## src/rtl/rgb_conv_scheduler_pkg.sv

```systemverilog
// Shared definitions for the colour-space conversion scheduler:
// SRAM region map, frame size, top-level state and slot types.
package rgb_conv_scheduler_pkg;

   localparam int          PIXEL_PAIRS_FRAME = 38400;      // 320x240 / 2
   localparam logic [17:0] Y_BASE_ADDR       = 18'd0;
   localparam logic [17:0] U_BASE_ADDR       = 18'd38400;
   localparam logic [17:0] V_BASE_ADDR       = 18'd76800;
   localparam logic [17:0] RGB_BASE_ADDR     = 18'd146944;

   typedef enum logic [1:0] {
      IDLE = 2'd0,
      RUN  = 2'd1,
      DONE = 2'd2
   } state_t;

   typedef logic [2:0] slot_t;

endpackage

```

## src/rtl/rgb_conv_scheduler.sv

```systemverilog
// Colour-space conversion pass scheduler. Each 6-slot iteration reads one
// Y/U/V pixel pair, feeds the previous pair through the 3-phase converter
// (even pixel in slots 0-2, odd pixel in slots 3-5) and writes the pair
// before that back as three packed RGB words in slots 3-5.
module rgb_conv_scheduler
   import rgb_conv_scheduler_pkg::*;
#(
   parameter int          PIXEL_PAIRS = PIXEL_PAIRS_FRAME,
   parameter logic [17:0] Y_BASE      = Y_BASE_ADDR,
   parameter logic [17:0] U_BASE      = U_BASE_ADDR,
   parameter logic [17:0] V_BASE      = V_BASE_ADDR,
   parameter logic [17:0] RGB_BASE    = RGB_BASE_ADDR
) (
   input  logic        CLOCK_50_I,
   input  logic        resetn,
   input  logic        start,
   output logic        busy,
   output logic        done,
   output logic [17:0] SRAM_address,
   output logic [15:0] SRAM_write_data,
   output logic        SRAM_we_n,
   input  logic [15:0] SRAM_read_data,
   output logic        enable_RGB,
   output logic [31:0] Y_in_RGB,
   output logic [31:0] U_in_RGB,
   output logic [31:0] V_in_RGB,
   input  logic [7:0]  R_buff,
   input  logic [7:0]  G_buff,
   input  logic [7:0]  B_buff
);

   localparam logic [17:0] NUM_PAIRS = 18'(PIXEL_PAIRS);
   localparam logic [17:0] LAST_ITER = 18'(PIXEL_PAIRS + 1);

   state_t      state_q, state_d;
   slot_t       slot_q, slot_d;
   logic [17:0] iter_q, iter_d;
   logic [17:0] wr_addr_q, wr_addr_d;

   logic [15:0] y_stg_q, u_stg_q, v_stg_q;
   logic [15:0] y_cnv_q, u_cnv_q, v_cnv_q;
   logic [23:0] even_q;      // {R0,G0,B0} of the pair being converted
   logic [47:0] wr_q;        // {R0,G0,B0,R1,G1,B1} of the pair being written

   logic run, rd_iter, cv_iter, wr_iter, wr_slot, wr_act, rd_act, odd_pix;

   assign run     = (state_q == RUN);
   assign rd_iter = (iter_q < NUM_PAIRS);
   assign cv_iter = (iter_q != 18'd0) && (iter_q <= NUM_PAIRS);
   assign wr_iter = (iter_q >= 18'd2);
   assign wr_slot = (slot_q >= 3'd3);
   assign wr_act  = run && wr_iter && wr_slot;
   assign rd_act  = run && rd_iter && !wr_slot;
   assign odd_pix = wr_slot;

   assign busy       = run;
   assign done       = (state_q == DONE);
   assign enable_RGB = run && cv_iter;

   // Converter inputs: the selected byte stays stable for the 3 converter phases.
   assign Y_in_RGB = {24'd0, odd_pix ? y_cnv_q[7:0] : y_cnv_q[15:8]};
   assign U_in_RGB = {24'd0, odd_pix ? u_cnv_q[7:0] : u_cnv_q[15:8]};
   assign V_in_RGB = {24'd0, odd_pix ? v_cnv_q[7:0] : v_cnv_q[15:8]};

   // State, slot, iteration and write-address registers.
   always_ff @(posedge CLOCK_50_I or negedge resetn) begin
      if (!resetn) begin
         state_q   <= IDLE;
         slot_q    <= 3'd0;
         iter_q    <= 18'd0;
         wr_addr_q <= 18'd0;
      end else begin
         state_q   <= state_d;
         slot_q    <= slot_d;
         iter_q    <= iter_d;
         wr_addr_q <= wr_addr_d;
      end
   end

   // Next-state logic: slot counts 0..5, iteration advances after slot 5.
   always_comb begin
      state_d   = state_q;
      slot_d    = slot_q;
      iter_d    = iter_q;
      wr_addr_d = wr_addr_q;
      case (state_q)
         IDLE: begin
            if (start) begin
               state_d   = RUN;
               slot_d    = 3'd0;
               iter_d    = 18'd0;
               wr_addr_d = RGB_BASE;
            end
         end
         RUN: begin
            if (wr_act) wr_addr_d = wr_addr_q + 18'd1;
            if (slot_q == 3'd5) begin
               slot_d = 3'd0;
               iter_d = iter_q + 18'd1;
               if (iter_q == LAST_ITER) state_d = DONE;
            end else begin
               slot_d = slot_q + 3'd1;
            end
         end
         DONE:    state_d = IDLE;
         default: state_d = IDLE;
      endcase
   end

   // SRAM bus: reads in slots 0-2, packed RGB writes in slots 3-5.
   always_comb begin
      SRAM_address    = 18'd0;
      SRAM_write_data = 16'd0;
      SRAM_we_n       = 1'b1;
      if (wr_act) begin
         SRAM_address = wr_addr_q;
         SRAM_we_n    = 1'b0;
         case (slot_q)
            3'd3:    SRAM_write_data = wr_q[47:32];
            3'd4:    SRAM_write_data = wr_q[31:16];
            default: SRAM_write_data = wr_q[15:0];
         endcase
      end else if (rd_act) begin
         case (slot_q)
            3'd0:    SRAM_address = Y_BASE + iter_q;
            3'd1:    SRAM_address = U_BASE + iter_q;
            default: SRAM_address = V_BASE + iter_q;
         endcase
      end
   end

   // Read staging, converter input load and result capture.
   always_ff @(posedge CLOCK_50_I or negedge resetn) begin
      if (!resetn) begin
         y_stg_q <= 16'd0;
         u_stg_q <= 16'd0;
         v_stg_q <= 16'd0;
         y_cnv_q <= 16'd0;
         u_cnv_q <= 16'd0;
         v_cnv_q <= 16'd0;
         even_q  <= 24'd0;
         wr_q    <= 48'd0;
      end else if (run) begin
         if (rd_iter) begin
            case (slot_q)
               3'd2: y_stg_q <= SRAM_read_data;
               3'd3: u_stg_q <= SRAM_read_data;
               3'd4: v_stg_q <= SRAM_read_data;
               3'd5: begin
                  y_cnv_q <= y_stg_q;
                  u_cnv_q <= u_stg_q;
                  v_cnv_q <= v_stg_q;
               end
               default: ;
            endcase
         end
         if (cv_iter) begin
            if (slot_q == 3'd3) even_q <= {R_buff, G_buff, B_buff};
            if (slot_q == 3'd5) wr_q   <= {even_q, R_buff, G_buff, B_buff};
         end
      end
   end

endmodule

```

## config.mk

```make
export PLATFORM = sky130hd
export DESIGN_NAME = rgb_conv_scheduler
export DESIGN_NICKNAME = d
export VERILOG_FILES = /design/src/rtl/rgb_conv_scheduler_pkg.sv /design/src/rtl/rgb_conv_scheduler.sv
export SDC_FILE = /design/constraint.sdc
export NUM_CORES = 1
export LEC_CHECK = 0
export ABC_AREA = 1
export CORE_ASPECT_RATIO = 0.9
export CORE_MARGIN = 2
export CORE_UTILIZATION = 55
export CTS_BUF_LIST = sky130_fd_sc_hd__clkbuf_8
export DETAILED_ROUTE_END_ITERATION = 8
export HOLD_SLACK_MARGIN = 0.12
export PLACE_DENSITY_LB_ADDON = 0.12
export SLEW_MARGIN = 20
export SYNTH_ARGS = -nofsm -noshare
export SYNTH_HDL_FRONTEND = slang
export SYNTH_SLANG_ARGS = --single-unit
```

## constraint.sdc

```tcl
create_clock -name CLOCK_50_I -period 3.3 [get_ports CLOCK_50_I]
set_input_delay 0.33 -clock CLOCK_50_I [delete_from_list [all_inputs] [get_ports CLOCK_50_I]]
set_output_delay 0.33 -clock CLOCK_50_I [all_outputs]
set_load 0.02 [all_outputs]
```

Word level (Yosys, flattened, before mapping) --
Index checks and enable logic that the tools add are counted.
Operators by class: mux-type cells 22, shift operators 0, reduce and logical (&&, ||, !) cells 21, add/subtract/negate cells 5, div/mod/pow operators 0, $lt $le $gt $ge 4, $mul 0, bitwise operators 0, equality and inequality tests 12
Operators with widths (number):
- 18-bit two-way mux | 6
- 18-bit one-hot mux with 2 select lines | 3
- 18-bit by 1-bit adder with 18-bit output (second input constant) | 2
- 16-bit one-hot mux with 2 select lines | 1
- 3-bit AND reduction | 9
- 8-bit two-way mux | 3
- 16-bit by 18-bit adder with 18-bit output (first input constant) | 1
- 17-bit by 18-bit adder with 18-bit output (first input constant) | 1
- 18-bit by 16-bit equality test with 1-bit output (second input constant) | 1
- 18-bit by 2-bit greater-or-equal comparator with 1-bit output (second input constant) | 1
- 18-bit by 16-bit less-or-equal comparator with 1-bit output (second input constant) | 1
- 18-bit by 16-bit less-than comparator with 1-bit output (second input constant) | 1
- 18-bit nonzero test | 1
- 16-bit two-way mux | 1
- 3-bit by 2-bit equality test with 1-bit output (second input constant) | 2
- 3-bit equality test (second input constant) | 2
- 1-bit logical AND | 6
- 2-bit two-way mux | 3
- 3-bit two-way mux | 2
- 2-bit by 1-bit inequality test with 1-bit output (second input constant) | 3
- 3-bit one-hot mux with 2 select lines | 1
- 2-bit one-hot mux with 2 select lines | 1
- 3-bit by 1-bit adder with 3-bit output (second input constant) | 1
- 3-bit by 1-bit equality test with 1-bit output (second input constant) | 1
- other kinds (10) | 10
Word-level totals: input bits 43, bits in latches 0, output and inout bits 134, bits in read-only memories 0, memories 0, bits in writable memories 0, logic and storage cells 76, register bits after elaboration 209

Logic depth before layout (Yosys ltp) --
Gate-level depths: netlist (run 1).
depth after elaboration 5, gate-level depth with buffers 14

Worst setup path after synthesis (run 1) --
Ideal clock, no wire load.
path kind register -> output, start reg slot_q[0], end out SRAM_address[5], path buffers 2, cell stages (with the launch flop) 11, setup slack 0.967 ns, required time 2.970 ns, arrival 2.003 ns, cell sequence dfrtp_1 nand2_2 inv_1 ha_1 buf_2 nor2_1 nand2_2 nor2_2 buf_4 nand2_1 o21ai_0
On the way: word-level cells in the longest chain between the ends 5, elaborated cells between the ends (all ways) 9, classes of those cells 1 x order compare; 1 x eq/ne; 3 x mux; 4 x reduce/logical
RTL lines:
- start, declared | line rgb_conv_scheduler.sv:36 | slot_t slot_q, slot_d;
- start signal, assigned | line rgb_conv_scheduler.sv:74 | slot_q <= slot_d;
- 3-bit by 2-bit greater-or-equal comparator with 1-bit output | line rgb_conv_scheduler.sv:51 | assign wr_slot = (slot_q >= 3'd3);
- 1-bit zero test | line rgb_conv_scheduler.sv:53 | assign rd_act = run && rd_iter && !wr_slot;
- 1-bit logical AND | line rgb_conv_scheduler.sv:53
- 18-bit two-way mux | line rgb_conv_scheduler.sv:123 | end else if (rd_act) begin
- 18-bit two-way mux * | line rgb_conv_scheduler.sv:115 | if (wr_act) begin
- end, declared | line rgb_conv_scheduler.sv:19 | output logic [17:0] SRAM_address,
Mark *: on every way between the ends. The rest lies on a longest branch, timed or not.

Final worst setup path (run 1) --
start reg slot_q[0], end out Y_in_RGB[5]
On the way: word-level cells in the longest chain between the ends 2
RTL lines:
- 3-bit by 2-bit greater-or-equal comparator with 1-bit output | line rgb_conv_scheduler.sv:51
- 8-bit two-way mux | line rgb_conv_scheduler.sv:61 | assign Y_in_RGB = {24'd0, odd_pix ? y_cnv_q[7:0] : y_cnv_q[15:8]};
- end, declared | line rgb_conv_scheduler.sv:24 | output logic [31:0] Y_in_RGB,
Every way passes these cells.

==> results by group, run 1 <==
Final layout
  – Share of layout cells above drive strength 1: a little over a tenth
  – Area Growth Syn to Fin: 15.6%
  – Final nets: 1592
  – Diodes inserted: 0
  – Non-filler cells, final: 1822
  – Filler cell count: 1869
  – Most frequent cells in the layout: nand2_1 (468), dfrtp_1 (207), nand3_1 (118), inv_1 (99), nor2_1 (82)
  – Commonest non-fill, non-tap cell in the layout: nand2_1

Clock network
  – H-Tree Level Count: 2
  – Max clock buf depth: 3
  – Clock sink count: around 210
  – Clock Latency Late Sink: 0.53 ns
  – CTS tree: yes
  – Clock root cell: clkbuf_8
  – Number of CTS-inserted buffers: 36
  – Worst-path clk slew: approximately 0.06 ns

Worst setup path
  – Arr. time, crit path: ~2.9 ns
  – RR Startpoint: iter_q[11]
  – Critical path cell sequence: nand2_2 > inv_1 > ha_1 > nor2_2 > nand2_2 > buf_4 > mux2_2 > clkdlybuf4s50_1
  – Crit path required time: 2.97 ns
  – Worst R2R Setup Slack: 0.81 ns
  – Kind of critical path: reg -> out
  – Cell mode on critical path: nand2_2
  – CP Max Fanout: 24
  – Largest stage delay on the critical path: 0.60 ns
  – Critical path startpoint: slot_q[0]
  – Crit path launch type: register
  – Top cell family by delay on the critical path: buffers and inverters
  – Worst setup EP type: output pin
  – Crit path buf inv count: 3
  – Slowest cell on the critical path: clkdlybuf4s50_1

Floorplan
  – Die X: 156 um
  – I/O pin count: 177
  – Die area: 22000 um^2
  – Core area: 20600 um^2
  – Die Height: 141 um
  – FP Rows: 50
  – Initial core utilization: 55.6%

Placement
  – Final RePlAce weighted congestion: 0.906
  – IO Port Bufs: 104
  – Post-Place Worst Slack: 0.220 ns
  – Placed Cells incl. Taps: 1753
  – HPWL after DPL: around 19 mm

Detailed routing
  – WL final: 29.2 mm
  – Residual DRC count: 0
  – Vias per cell: 5.33
  – Routed WL per cell: 16.1 um
  – Drt pass-1 iters: 5
  – Vias: 9716
  – DRT iter0 DRCs: 749
  – Detail Route Antenna Nets: 0

Global routing
  – Largest net degree at the start of global routing: 88
  – GRT Total Usage: 26.7%
  – Global route overflow: 0
  – Initial antenna violation count: 0
  – Vias in the first global route: 9007
  – First-pass GRT wire length: 47.1 mm

STA
  – Setup violations, final: 0
  – Worst Skew: 0.0130 ns
  – Highest clock rate: 312 MHz
  – Final Critical Period: 3.20 ns
  – Final worst-path cycle share: a little over nine tenths
  – Relative slew margins: 50.5%
  – Max-slew violations: 0
  – Worst Tran Pin Value: between 0.7 and 0.8 ns
  – Final WS setup: 0.0994 ns
  – Final hold vios: 0

Yosys
  – Post-synthesis cell area: 11400 um^2
  – Ys Warns: 0
  – Primary FF master, synth: dfrtp_1
  – Syn avg cell area: roughly 8 um^2
  – Post-synth EDFFs: 0
  – Post-Syn Instances: 1445
  – Post-synthesis register bit count: between 200 and 250
  – Sequential fraction of the synthesis area: 45.7%
  – Post-synth cell types: 39
  – FFs w/ async S/R, synth: 100%

Hold path
  – Worst hold path type: in -> reg
  – Worst Hold Launch: G_buff[7]

Pwr
  – Pwr/cell area: roughly 1000 nW/um^2
  – P_leak: 0.00701 uW
  – Max VDD drop: 623 uV
  – Overall power: 13500 uW

Job
  – Max Cap Viol: 0

Outcome
  – Outcome: finished clean
## worst min-delay path: stages
cell and delay, ns:
clkdlybuf4s50_1 0.42, inv_1 0.06, o21ai_1 0.06
## area by class of cell
class	count	area [um^2]	area share [%]
flip-flops and latches	209	5230	39.6
multi-input cells	1058	5110	38.6
repair buffers	127	1320	10.0
clock buffers	47	647	4.89
inverters	104	393	2.97
well taps	260	325	2.46
clock inverters	17	189	1.43
## cell families (layout without fill, tap and decap cells)
kind of cell,count (synthesis),after routing,synth area share (%)
flip-flops,209,209,45.7
multiplexers,24,24,2.36
XOR/XNOR,9,9,0.689
AO/OA/AOI/OAI,151,151,7.12
buffers and inverters,252,295,12.5
other,1,72,0.0328
AND/OR/NAND/NOR,786,789,30.1
adder cells (fa/ha/maj),13,13,1.42
## per-stage QoR
step | TNS, ns | area (um^2) | util, % | hold slack (ns)
2_1_floorplan | 0 | 11700 | - | 0.0344
3_3_place_gp | 0 | 12200 | 59.4 | 0.437
3_5_place_dp | 0 | 12200 | 59.4 | 0.437
4_1_cts | 0 | 13100 | 63.7 | 0.351
5_1_grt | -0.000469 | 13200 | 64.2 | 0.395
6_report | 0 | 13200 | 64.2 | 0.377
## state kept, by name, summed over array words and instances (netlist names)
signal and count:
even_q 24, iter_q 18, slot_q 3, state_q 2, u_cnv_q 16, u_stg_q 16, v_cnv_q 16, v_stg_q 16
wr_addr_q 18, wr_q 48, y_cnv_q 16, y_stg_q 16
## routing by layer
metal	track usage, %	part of all wire (%)
met3	3.93	5.8
met1	39.9	47
met5	0	0
met4	7.39	1.9
met2	40.9	45
## final timing paths
| kind | to | cells after the start |
|---|---|---|
| setup / recovery | Y_in_RGB[5] | 8 |
| hold / removal | even_q[15] | 3 |
| setup reg to reg | y_cnv_q[7] | 12 |
| hold reg to reg | y_cnv_q[6] | 2 |
| max in group asynchronous | even_q[2] | 3 |
| min in group asynchronous | iter_q[4] | 2 |
## cells in the mapped netlist, types with 13 or more instances
master	instances	area share [%]
o21ai_1	52	2.3
buf_2	28	1.2
nand3_1	118	5.2
dfrtp_1	209	46
nor2_1	84	2.8
a21oi_1	16	0.70
buf_4	83	5.4
nand2_1	468	15
nand4_1	71	3.9
buf_6	15	1.5
clkbuf_1	18	0.59
o21ai_0	63	2.8
mux2_2	24	2.4
inv_1	92	3.0
ha_1	13	1.4
## power by group
group | switching [uW] | internal, uW
Clock | 1100 | 1600
Sequential | 799 | 3690
Combinational | 3890 | 2400
## timing repair
action	4_1_cts	5_1_grt
pin swaps	2	3
endpoints found under the hold margin	84	0
buffers inserted	1	0
setup endpoints to repair	40	59
gates resized for setup	6	34
gates cloned	0	3
hold buffers	1	0
Note: power is estimated with default switching activity, not from simulation.
==> inputs of run 2 (changes only) <==
--- a/config.mk
+++ b/config.mk
@@ -6,6 +6,7 @@
 export NUM_CORES = 1
 export LEC_CHECK = 0
 export ABC_AREA = 1
+export CAP_MARGIN = 20
 export CORE_ASPECT_RATIO = 0.9
 export CORE_MARGIN = 2
 export CORE_UTILIZATION = 55
==> results of run 2 <==
Final layout, timing and power as in run 1 (identical DEF).
==> inputs of run 3 (changes only) <==
==> constraint.sdc (replaced) <==
create_clock -name CLOCK_50_I -period 3.3 [get_ports CLOCK_50_I]
set_input_delay 0.99 -clock CLOCK_50_I [delete_from_list [all_inputs] [get_ports CLOCK_50_I]]
set_output_delay 0.99 -clock CLOCK_50_I [all_outputs]
set_load 0.02 [all_outputs]
==> results by group, run 3 (synthesized netlist as in run 1, its figures left out) <==
Outcome
  – Outcome: finished with violations
  – Failing checks: negative setup slack

STA
  – Max-slew violations: 0 (unchanged)
  – Worst Tran Pin Value: 0.714 ns (-0.0281 ns)
  – Setup violations, final: 3 (+3)
  – Unrepaired setup endpoints after global routing: true
  – Highest clock rate: 302 MHz (-3.3%)
  – Final WS setup: -0.0108 ns (-0.110 ns)
  – Relative slew margins: 52.0% (+1.5 points)
  – Final worst-path cycle share: 100% (+3.3 points)
  – Sum of negative setup slack: -0.0296 ns (-0.0296 ns)
  – Final Critical Period: 3.31 ns (+0.110 ns)
  – Worst Skew: 0.0179 ns (+0.00496 ns)
  – Final hold vios: 0 (unchanged)

Pwr
  – Max VDD drop: 565 uV (-9.4%)
  – Pwr/cell area: 1050 nW/um^2 (+3.0%)
  – P_leak: 0.00701 uW (about the same)
  – Overall power: 14400 uW (+6.7%)

Placement
  – Placed cell areas: 12400 um^2 (+1.6%)
  – Final RePlAce weighted congestion: 0.988 (+9.0%)
  – HPWL after DPL: 19.2 mm (-0.14%)
  – IO Port Bufs: 104 (unchanged)

Detailed routing
  – DRT iter0 DRCs: 949 (+27%)
  – Vias: 10100 (+3.7%)
  – Residual DRC count: 0 (unchanged)
  – M1 wire length: 13.6 mm (-1.5%)
  – Top Layer Used: met4
  – Vias per cell: 5.38 (+0.98%)
  – WL final: 30.4 mm (+3.9%)
  – Detail Route Antenna Nets: 0 (unchanged)
  – Routed WL per cell: 16.2 um (+1.2%)
  – Metal2 WL: 14.0 mm (+6.4%)
  – Drt pass-1 iters: 5 (unchanged)
  – Routed wire length on met3: 2.07 mm (+22%)

Final layout
  – Commonest non-fill, non-tap cell in the layout: nand2_1
  – Most frequent cells in the layout: nand2_1 (467), dfrtp_1 (207), nand3_1 (116), inv_1 (96), conb_1 (72)
  – Util after Layout: 66.5% (+2.3 points)
  – Diodes inserted: 0 (unchanged)
  – Biggest regs: wr_q: 48 flops, even_q: 24 flops
  – Max reg flops: 48 (unchanged)
  – Area Growth Syn to Fin: 19.7%
  – Filler cell count: 1740 (-6.9%)
  – Share of layout cells above drive strength 1: 19.1% (+8.4 points)
  – Final Instance Area: 13700 um^2 (+3.5%)
  – Biggest register: wr_q
  – Final nets: 1643 (+3.2%)

Global routing
  – Initial antenna violation count: 0 (unchanged)
  – First-pass GRT wire length: 48.1 mm (+1.9%)
  – Vias in the first global route: 9340 (+3.7%)
  – GRT Total Usage: 27.3% (+0.57 points)
  – Largest net degree at the start of global routing: 79 (-10%)
  – Global route overflow: 0 (unchanged)

Clock network
  – Clock root cell: clkbuf_8
  – Max clock buf depth: 3 (unchanged)
  – Worst-path clk slew: 0.07 ns (about the same)
  – CTS tree: yes
  – Hold_buf cts: 0 (-1)
  – Number of CTS-inserted buffers: 37 (+2.8%)
  – H-Tree Level Count: 2 (unchanged)
  – Clock Latency Late Sink: 0.54 ns (about the same)
  – Clock sink count: 209 (unchanged)

Floorplan
  – I/O pin count: 177 (unchanged)
  – Die area: 22000 um^2 (unchanged)
  – Core area: 20600 um^2 (unchanged)
  – FP Rows: 50 (unchanged)
  – Die X: 156 um (unchanged)
  – Initial core utilization: 55.6% (unchanged)
  – Die Height: 141 um (unchanged)

Worst setup path
  – Critical path cell sequence: inv_4 > ha_4 > nand2_2 > inv_2 > nand3_2 > nor2_1 > nor2_1 > nand2_2 > buf_8 > buf_12 > nand2_8 > nor2_4 > buf_6
  – Arr. time, crit path: 2.32 ns (-0.55 ns)
  – Crit path launch type: register
  – Crit path buf inv count: 5 (+2)
  – Slowest cell on the critical path: dfrtp_2
  – Top cell family by delay on the critical path: simple AND/OR/NAND/NOR gates
  – Largest stage delay on the critical path: 0.44 ns (-0.16 ns)
  – Crit path required time: 2.31 ns (-0.66 ns)
  – Kind of critical path: reg -> out
  – CP Max Fanout: 7 (-71%)
  – Worst setup EP type: output pin

Hold path
  – Worst hold path type: in -> async

Job
  – Max Cap Viol: 0 (unchanged)
[run 3: changes by cell type in the layout (fill, tap and decap cells not counted), sizes merged, moves of 3 or more]
| cell | delta |
|---|---|
| dlymetal6s2s | -27 |
| buf | +85 |
| clkbuf | +26 |
| bufinv | -3 |
| clkdlybuf4s50 | -32 |
[run 3: final cells by class]
type	count	area [um^2]	share of cell area, %
multi-input combinational	1058	5340	39.0
sequential	209	5230	38.2
timing repair buffer	177	1620	11.8
clock buffer	49	674	4.93
inverter	104	404	2.95
tap	260	325	2.38
clock inverter	14	93.8	0.686
[run 3: path summary, 6_finish.rpt]
kind | to | slack (ns) | startpoint | cells past startpoint
worst max-delay path | SRAM_write_data[13] | -0.01 | iter_q[10] | 13
worst min-delay path | iter_q[15] | 0.40 | resetn | 1
worst max register to register | y_stg_q[10] | 0.75 | iter_q[11] | 11
worst min register to register | v_cnv_q[7] | 0.46 | v_cnv_q[7] | 2
max in group asynchronous | wr_addr_q[0] | 2.08 | resetn | 2
min in group CLOCK_50_I | v_cnv_q[7] | 0.46 | v_cnv_q[7] | 2
[run 3: routing by layer]
layer | vias to the layer above | GRT usage, %
met1 | 4804 | 39.6
met2 | 362 | 41.6
met3 | 50 | 4.58
met4 | 0 | 9.56
met5 | - | 0
li1 | 4859 | -
[run 3: power breakdown]
group / internal, uW / switching [uW] / leakage, uW
registers: 3700 / 721 / 0.00262
logic: 2940 / 4540 / 0.00395
clock network: 1410 / 1070 / 0.000433
[run 3: repair_timing]
item                                    CTS  global route
buffers inserted                         12            15
gates cloned                              3             3
endpoints found under the setup margin   60            60
resized for setup                       208           143
pin swaps                                 2            17
[run 3: stage by stage]
step                setup WS (ns)  std cells  hold WS [ns]
floorplan                   0.307       1516         0.436
global placement           0.0519       1775         0.448
detailed placement        -0.0554       1775         0.453
CTS                       -0.0672       1853         0.420
global route               -0.131       1871         0.438
finish                    -0.0108       1871         0.403
